<file path="src/rtl/pc_sequencer.sv">
// rtl/pc_sequencer.sv - program counter sequencer with stall, halt, branch and range fault
module pc_sequencer #(
  parameter int PC_W       = 10,
  parameter int IMEM_DEPTH = 1024,
  parameter int CYC_W      = 16
) (
  input  logic             clk,
  input  logic             reset,
  input  logic             start,
  input  logic [PC_W-1:0]  entry_addr,
  input  logic             stall,
  input  logic             halt,
  input  logic             br_en,
  input  logic             br_abs,
  input  logic [PC_W-1:0]  br_target,
  output logic [PC_W-1:0]  pc,
  output logic             fetch_en,
  output logic             busy,
  output logic             done,
  output logic             fault,
  output logic [CYC_W-1:0] cycle_count
);

  typedef enum logic [1:0] {IDLE, RUN, DONE} state_t;

  // One extra bit so IMEM_DEPTH == 2**PC_W is representable and never faults.
  localparam logic [PC_W:0]    DEPTH   = (PC_W+1)'(IMEM_DEPTH);
  localparam logic [CYC_W-1:0] CYC_MAX = '1;

  state_t            state, state_next;
  logic [PC_W-1:0]   pc_next, pc_step;
  logic [CYC_W-1:0]  cnt_next;
  logic              fault_next;
  logic              entry_oob, step_oob;

  assign busy     = (state == RUN);
  assign done     = (state == DONE);
  assign fetch_en = busy & ~stall;

  // Relative branch: offset and pc share a width, so the wrap-around sum is the sign-extended add.
  always_comb begin
    pc_step = pc + PC_W'(1);
    if (br_en) begin
      pc_step = br_abs ? br_target : pc + br_target;
    end
  end

  assign entry_oob = ({1'b0, entry_addr} >= DEPTH);
  assign step_oob  = ({1'b0, pc_step} >= DEPTH);

  always_comb begin
    state_next = state;
    pc_next    = pc;
    cnt_next   = cycle_count;
    fault_next = fault;
    case (state)
      IDLE, DONE: begin
        if (start) begin
          pc_next    = entry_addr;
          cnt_next   = '0;
          fault_next = entry_oob;
          state_next = entry_oob ? DONE : RUN;
        end
      end
      RUN: begin
        if (cycle_count != CYC_MAX) begin
          cnt_next = cycle_count + CYC_W'(1);
        end
        if (!stall) begin
          if (halt) begin
            state_next = DONE;
          end else begin
            pc_next = pc_step;
            if (step_oob) begin
              state_next = DONE;
              fault_next = 1'b1;
            end
          end
        end
      end
      default: state_next = IDLE;
    endcase
  end

  always_ff @(posedge clk) begin
    if (reset) begin
      state       <= IDLE;
      pc          <= '0;
      cycle_count <= '0;
      fault       <= 1'b0;
    end else begin
      state       <= state_next;
      pc          <= pc_next;
      cycle_count <= cnt_next;
      fault       <= fault_next;
    end
  end

endmodule

</file>
<file path="config.mk">
export PLATFORM = sky130hd
export DESIGN_NAME = pc_sequencer
export DESIGN_NICKNAME = d
export VERILOG_FILES = /design/src/rtl/pc_sequencer.sv
export SDC_FILE = /design/constraint.sdc
export NUM_CORES = 1
export LEC_CHECK = 0
export ABC_AREA = 1
export CELL_PAD_IN_SITES_DETAIL_PLACEMENT = 1
export CELL_PAD_IN_SITES_GLOBAL_PLACEMENT = 2
export CORE_ASPECT_RATIO = 1.2
export CORE_UTILIZATION = 26
export DETAILED_ROUTE_END_ITERATION = 12
export GPL_ROUTABILITY_DRIVEN = 0
export PLACE_DENSITY_LB_ADDON = 0.1
export SLEW_MARGIN = 40
export SYNTH_ARGS = -nofsm -noshare
export SYNTH_HDL_FRONTEND = slang
export SYNTH_SLANG_ARGS = --single-unit
</file>
<file path="constraint.sdc">
create_clock -name clk -period 2.2 [get_ports clk]
set_clock_uncertainty 0.15 [all_clocks]
set_input_delay 0.44 -clock clk [delete_from_list [all_inputs] [get_ports clk]]
set_output_delay 0.44 -clock clk [all_outputs]
set_load 0.005 [all_outputs]
</file>
==> metrics.md, run 1 <==
| Metric | Value |
|---|---|
| Worst hold start | cycle_count[15] |
| Met3 usage | 0.0117 |
| Via-to-Cell Ratio | approximately 4.8 |
| Worst reg2reg path depth | 10 |
| Worst vdd ir | 0.260 mV |
| Pleak | between 1 and 1.5 nW |
| CP Max Fanout | 3 |
| Synthesis Warnings | 0 |
| GRT Util Overall | 0.183 |
| DP Area | approximately 0.0032 sq mm |
| Worst Path Required | around 2.3 ns |
| Dominant cells by area after synthesis | dfxtp_1, nand2_1, a21oi_1 |
| Vert. Die Dim | around 110 um |
| Cell area after layout | between 0.003 and 0.004 sq mm |
| TritonCTS clock tree | done |
| Clock transition at path regs | ~0.10 ns |
| Post-Syn Area | 0.00232 sq mm |
| EDFF count, synth | 0 |
| DP HPWL | 6570 um |
| Setup crit end kind | register |
| Net Sw Power | slightly below 600 uW |
| Pwr/cell area | about 480 mW/mm^2 |
| Worst flop-to-flop path endpoint | pc[8] |
| Met2 Use GR | 0.348 |
| Hold depth | 2 |
| Minimum clock period | 2.12 ns |
| Startpoint types | primary input |
| Total area of sequential cells | 563 sq um |
| Worst Hold Class | reg -> reg |
| Sequential power share | 0.367 |
| Vias in the first global route | between 2k and 3k |
| Register area share after synthesis | 0.242 |
| Hold endpoint | cycle_count[15] |
| DR WL/cell | between 10 and 15 um |
| Ys flop type | dfxtp_1 |
| CP Data Arrival Time | approximately 2.2 ns |
| Yosys cell types | 39 |
| Nets@finish | approximately 500 |
| H-tree levels | 1 |
| CTS Root Cell | clkbuf_8 |
| Fmax | 473 MHz |
| Max clock buf depth | 2 |
| Die area | roughly 0.0093 sq mm |
| Initial antenna violation count | 0 |
| Total chip power | roughly 1.6 mW |
| Clk sinks | 28 |
| Clock share of power | 0.193 |
| Post-synthesis cell count | ~370 |
| Residual DRC | 0 |
| Status | finished clean |
| Core area | 0.00861 sq mm |
| Starting DRT DRC Count | 53 |
| Most used routing layer | met2 |
| Largest area contributor in the netlist | dfxtp_1 |
| Vias after detailed routing | 2,750 |
| Row Count | 37 |
| Port Buffers | between 50 and 60 |
| # setup viols final | 0 |
| Grt ovf | 0 |
| Routed wire length | a little over 8000 um |
| Cts bufs inserted | 3 |
| Clk_lat worst skew | 0.29 ns |
| Reg2reg start | pc[1] |
| Final WS setup | ~0.085 ns |
| Area of the multi-input gates | roughly 0.0016 sq mm |
| Post-route clock period utilization | 0.961 |
| I/O pin cnt | 57 |
| Max Cap Viol | 0 |
| Top-area cell type share of the netlist area | 0.242 |
| Layout cells sized above 1 | 0.157 |
| Synth Net Count | 410 |
| Post-Place Setup Slack | -0.428 ns |
| TritonRoute pass-1 iters | 4 |
| Post-route ant nets | 0 |
| Reg2reg setup slack | between 0.2 and 0.3 ns |
| Filler Cells Inserted | 1,157 |
| Initial Utilization | 0.270 |
| First-pass GRT wire length | 13,400 um |
| Sw Share | 0.369 |
| Internal power | a little over 1 mW |
| Met1 usage | 0.214 |
| Final hold violation count | 0 |
| Comb pwr share | 0.439 |
| Die Wd | 88.3 um |
| Fin. max-slew vios | 0 |
| Largest net degree at the start of global routing | 20 |
| Crit path kind | in -> reg |
| Mean area per synthesized cell | roughly 6.3 sq um |
| Area grow syn2layout | 43.8% |
| #FFs+latches synth | 28 |
| Ys async rst share | 0 |
| RSZ-0062 raised after global routing | false |
| Antenna Cells | 0 |
-- power by group through the flow --
stage / combinational [mW] / clock [mW] / sequential, mW
after floorplan: 0.353 / 0 / 0.597
after global placement: 0.673 / 0 / 0.593
after detailed placement: 0.684 / 0 / 0.595
after CTS: 0.690 / 0.323 / 0.583
after global routing: 0.788 / 0.336 / 0.593
final: 0.701 / 0.309 / 0.587
-- metrics by stage --
step                       util  std cells  setup TNS (ns)  hold WS, ns
after floorplan               -        371               0        0.318
after CTS                 0.381        570               0        0.345
after global routing      0.388        570               0        0.386
after detailed placement  0.375        567           -2.06        0.328
final                     0.388        570               0        0.341
after global placement    0.375        567           -1.77        0.320
-- cell usage after synthesis, drive strengths merged, types with 2 or more instances --
| cell | n |
|---|---|
| a21oi | 41 |
| a211oi | 3 |
| dfxtp | 28 |
| o21ai | 16 |
| xnor2 | 2 |
| nand4 | 8 |
| clkbuf | 7 |
| ha | 11 |
| inv | 35 |
| buf | 4 |
| nor3 | 10 |
| o21a | 2 |
| nand2 | 96 |
| nand3 | 31 |
| nor2 | 52 |
| xor2 | 11 |
| a31oi | 2 |
| o211ai | 3 |
-- worst max path at each step --
stage                            start    end  slack [ns]
after global placement    br_target[0]  pc[6]       -0.34
after detailed placement  br_target[0]  pc[6]       -0.43
after CTS                     state[0]   busy       0.008
after global routing      br_target[0]  pc[6]      0.0004
final                     br_target[0]  pc[6]        0.08
after floorplan           br_target[0]  pc[6]        0.23
-- placed cells by master (no fill, tap or decap), drive strengths merged, types with 10 or more instances in the layout --
| cell | synthesis | final |
|---|---|---|
| ha | 11 | 11 |
| clkdlybuf4s50 | 0 | 54 |
| nand2 | 96 | 96 |
| xor2 | 11 | 11 |
| a21oi | 41 | 41 |
| buf | 4 | 35 |
| inv | 35 | 35 |
| dfxtp | 28 | 28 |
| o21ai | 16 | 16 |
| nor2 | 52 | 52 |
| nand3 | 31 | 31 |
| nor3 | 10 | 10 |
-- repair_timing --
| item | in CTS | in global routing |
|---|---|---|
| hold buffers | 0 | 0 |
| gates resized for setup | 3 | 14 |
| pin swaps | 0 | 4 |
| buffers inserted | 0 | 0 |
| setup endpoints to repair | 3 | 7 |
-- kinds of logic after synthesis --
group                    count (synthesis)  share of synthesized area
flip-flops                              28                      0.242
other                                    1                    0.00162
AND/OR/NAND/NOR                        199                      0.386
buffers and inverters                   47                     0.0852
AO/OA/AOI/OAI                           71                      0.169
adder cells (fa/ha/maj)                 12                     0.0679
XOR/XNOR                                13                     0.0491
-- worst max-delay path, stage by stage --
cell and delay [ns]:
clkdlybuf4s50_1 0.43, ha_2 0.21, fa_2 0.35, nand3_1 0.10
nand2_2 0.10, nand2_2 0.08, nand3_1 0.06, nand2_1 0.07
nor2_1 0.04, o21ai_1 0.12, nand2_1 0.06, a21oi_1 0.12
-- routing by layer --
layer	up-vias	part of all wire
li1	1390	-
met1	1319	0.43
met2	33	0.53
met3	8	0.020
met4	0	0.019
met5	-	0
-- cell type report --
cell class                 count  share of cell area
clock buffer                   3              0.0124
sequential                    28               0.169
multi-input combinational    296               0.486
tap                          117              0.0439
inverter                      36              0.0412
timing repair buffer          90               0.248
-- registers in the layout, summed over array words and instances (netlist names) --
signal and count:
state 2, cycle_count 16, pc 10
Note: power is estimated with default switching activity, not from simulation.
==> run 2: changes to the inputs <==
--- a/config.mk
+++ b/config.mk
@@ -5,11 +5,10 @@
 export SDC_FILE = /design/constraint.sdc
 export NUM_CORES = 1
 export LEC_CHECK = 0
-export ABC_AREA = 1
 export CELL_PAD_IN_SITES_DETAIL_PLACEMENT = 1
 export CELL_PAD_IN_SITES_GLOBAL_PLACEMENT = 2
 export CORE_ASPECT_RATIO = 1.2
-export CORE_UTILIZATION = 26
+export CORE_UTILIZATION = 28
 export DETAILED_ROUTE_END_ITERATION = 12
 export GPL_ROUTABILITY_DRIVEN = 0
 export PLACE_DENSITY_LB_ADDON = 0.1
==> constraint.sdc (replaced) <==
create_clock -name clk -period 2 [get_ports clk]
set_clock_uncertainty 0.15 [all_clocks]
set_input_delay 0.4 -clock clk [delete_from_list [all_inputs] [get_ports clk]]
set_output_delay 0.4 -clock clk [all_outputs]
set_load 0.005 [all_outputs]
==> run 2 against run 1 <==
Net effect: power up 13%; clock power rose by 52%; synthesized cell count down 23%; register-to-register slack got worse by 0.46 ns; critical path depth down 3; worst hold slack better by 0.053 ns; combinational power increased by 3.1%; sequential cell count unchanged; critical path type is now reg -> reg; synthesized area decreased by 2.9%; the run now ends with design-rule violations, negative setup slack left; non-clock buffer count up 43; largest power group unchanged.
==> metrics.md, run 2 <==
| Metric | Value |
|---|---|
| DR top layer | met4 |
| Most frequent cells in the layout | buf_4, clkdlybuf4s50_1, dfxtp_1 |
| Via-to-Cell Ratio | between 5 and 6 |
| # setup viols final | 5 |
| Crit path kind | reg -> reg |
| Clk_lat worst skew | between 0.2 and 0.3 ns |
| Crit path buf inv count | 2 |
| Initial antenna violation count | 0 |
| Filler Cells Inserted | 940 |
| Post-Syn Area | 0.00225 sq mm |
| Commonest non-fill, non-tap cell in the layout | buf_4 |
| Post-route ant nets | 0 |
| CP Max Fanout | 2 |
| Max clock buf depth | 2 |
| Fin. max-slew vios | 0 |
| Met1 Wirelength | 3650 um |
| Register area share after synthesis | 0.249 |
| Slew HR | 0.616 |
| I/O pin cnt | 57 |
| DP Area | about 0.0034 sq mm |
| Pleak | between 1 and 1.5 nW |
| Max reg flops | 16 |
| Biggest register | cycle_count |
| Setup TNS Final | -0.758 ns |
| Detailed route wirelength on metal3 | between 100 and 150 um |
| Post-synthesis cell count | around 280 |
| Initial Utilization | 0.291 |
| Yosys cell types | between 60 and 70 |
| Critical-path top delay cell | fa_2 |
| Antenna Cells | 0 |
| Total chip power | ~1.8 mW |
| Setup crit end kind | register |
| Post-route clock period utilization | 1.11 |
| Critical Path Most Common Cell | buf_4 |
| Ys flop type | dfxtp_1 |
| Wire length on met2 | 4610 um |
| Fmax | 452 MHz |
| Cell area after layout | 0.00373 sq mm |
| #FFs+latches synth | 28 |
| TritonCTS clock tree | done |
| Area grow syn2layout | 65.5% |
| Dominant cells by area after synthesis | dfxtp_1, ha_1, xnor2_1 |
| Ys async rst share | 0 |
| Largest net degree at the start of global routing | 17 |
| H-tree levels | 1 |
| Die area | 0.00841 sq mm |
| Clock transition at path regs | between 0.1 and 0.15 ns |
| Minimum clock period | approximately 2.2 ns |
| Starting DRT DRC Count | 54 |
| First-pass GRT wire length | 13,600 um |
| Finished Core Util | 0.481 |
| Max Cap Viol | 0 |
| Violated checks | design-rule violations, negative setup slack |
| Synth top cells by count | dfxtp_1, nor2_1, nand2_1 |
| Row Count | 35 |
| Grt ovf | 0 |
| Top-area cell type share of the netlist area | 0.249 |
| Top Registers | cycle_count (16), pc (10), state (2) |
| Worst Path Required | around 2.0 ns |
| TritonRoute pass-1 iters | 10 |
| Core area | about 0.0078 sq mm |
| Startpoint types | register |
| Synthesis Warnings | 0 |
| Largest area contributor in the netlist | dfxtp_1 |
| DR WL/cell | roughly 17 um |
| Final WS setup | -0.212 ns |
| CP peak stage delay | between 0.4 and 0.5 ns |
| Routed wire length | between 8000 and 9000 um |
| GRT Util Overall | 0.201 |
| Critical path's top delay family | adder cells |
| Worst-Margin Slew | between 0.5 and 0.6 ns |
| Mean area per synthesized cell | roughly 7.9 sq um |
| Final hold violation count | 0 |
| Cts bufs inserted | 3 |
| Nets@finish | approximately 450 |
| Vias in the first global route | about 2.7k |
| CP Data Arrival Time | roughly 2.2 ns |
| Layout cells sized above 1 | 0.299 |
| Clk sinks | 28 |
| Vert. Die Dim | roughly 100 um |
| Residual DRC | 10 |
| Worst Hold Class | reg -> reg |
| CTS Root Cell | clkbuf_8 |
| Status | complete, but fails checks |
| Crit path cell chain | ha_4, fa_2, a211oi_4, buf_4, buf_4, o21ai_2, a31oi_2, mux2i_1, o31ai_1 |
| EDFF count, synth | 0 |
| Worst vdd ir | approximately 0.26 mV |
| Synth Net Count | about 320 |
| Port Buffers | 55 |
| Count leader, synth | dfxtp_1 |
| Hold-fix buffers, CTS | 0 |
| Vias after detailed routing | roughly 2.7k |
| DP HPWL | around 6800 um |
| Pwr/cell area | around 480 mW/mm^2 |
| Die Wd | 83.9 um |
| RSZ-0062 raised after global routing | true |
-- run 2: what timing repair did --
| item | CTS | global route |
|---|---|---|
| pin swaps | 14 | 10 |
| setup buffers | 4 | 3 |
| gates resized for setup | 29 | 25 |
| setup endpoints to repair | 13 | 13 |
-- run 2: worst min-delay path: cells and delay by family, from the launching register on --
kind | cells | cell delay (ns)
flops | 1 | 0.36
compound gates | 2 | 0.14
-- run 2: through the flow --
stage	worst slack [ns]	cells	hold slack, ns
floorplan	-0.161	284	0.345
global placement	-0.799	489	0.377
detailed placement	-0.896	489	0.384
CTS	-0.195	497	0.415
global route	-0.334	500	0.438
finish	-0.212	500	0.393
-- run 2: cells by family (layout without fill, tap and decap cells) --
family | count (synthesis) | in the layout | share of synthesized area
flip-flops | 28 | 28 | 0.249
buffers and inverters | 27 | 151 | 0.0511
AO/OA/AOI/OAI | 86 | 86 | 0.272
other | 1 | 1 | 0.00166
XOR/XNOR | 15 | 15 | 0.0583
multiplexers | 5 | 5 | 0.0222
AND/OR/NAND/NOR | 110 | 110 | 0.277
adder cells (fa/ha/maj) | 12 | 12 | 0.0700
-- run 2: path summary, 6_finish.rpt --
| kind | slack [ns] | to | start | cells after the start |
|---|---|---|---|---|
| setup / recovery | -0.21 | pc[8] | pc[0] | 9 |
| hold / removal | 0.39 | cycle_count[15] | cycle_count[15] | 2 |
| setup reg to reg | -0.21 | pc[8] | pc[0] | 9 |
| hold reg to reg | 0.39 | cycle_count[15] | cycle_count[15] | 2 |
-- run 2: final cells by class --
type                            instances  area [sq um]  area share
Clock buffer                            3          41.3      0.0111
Clock inverter                          1          30.0     0.00805
Inverter                               14          55.1      0.0148
Multi-Input combinational cell        229          1750       0.470
Sequential cell                        28           571       0.153
Tap cell                               92           115      0.0309
Timing Repair Buffer                  133          1160       0.312
-- run 2: per-layer routing --
metal / GRT usage / up-vias
li1: - / 1325
met4: 0.0570 / 0
met1: 0.233 / 1288
met5: 0 / -
met2: 0.398 / 38
met3: 0.00905 / 8
-- run 2: power by group --
group / switching [mW] / internal (mW) / total (mW)
logic: 0.336 / 0.386 / 0.723
registers: 0.0321 / 0.583 / 0.615
clock network: 0.202 / 0.269 / 0.471
total: 0.571 / 1.24 / 1.81
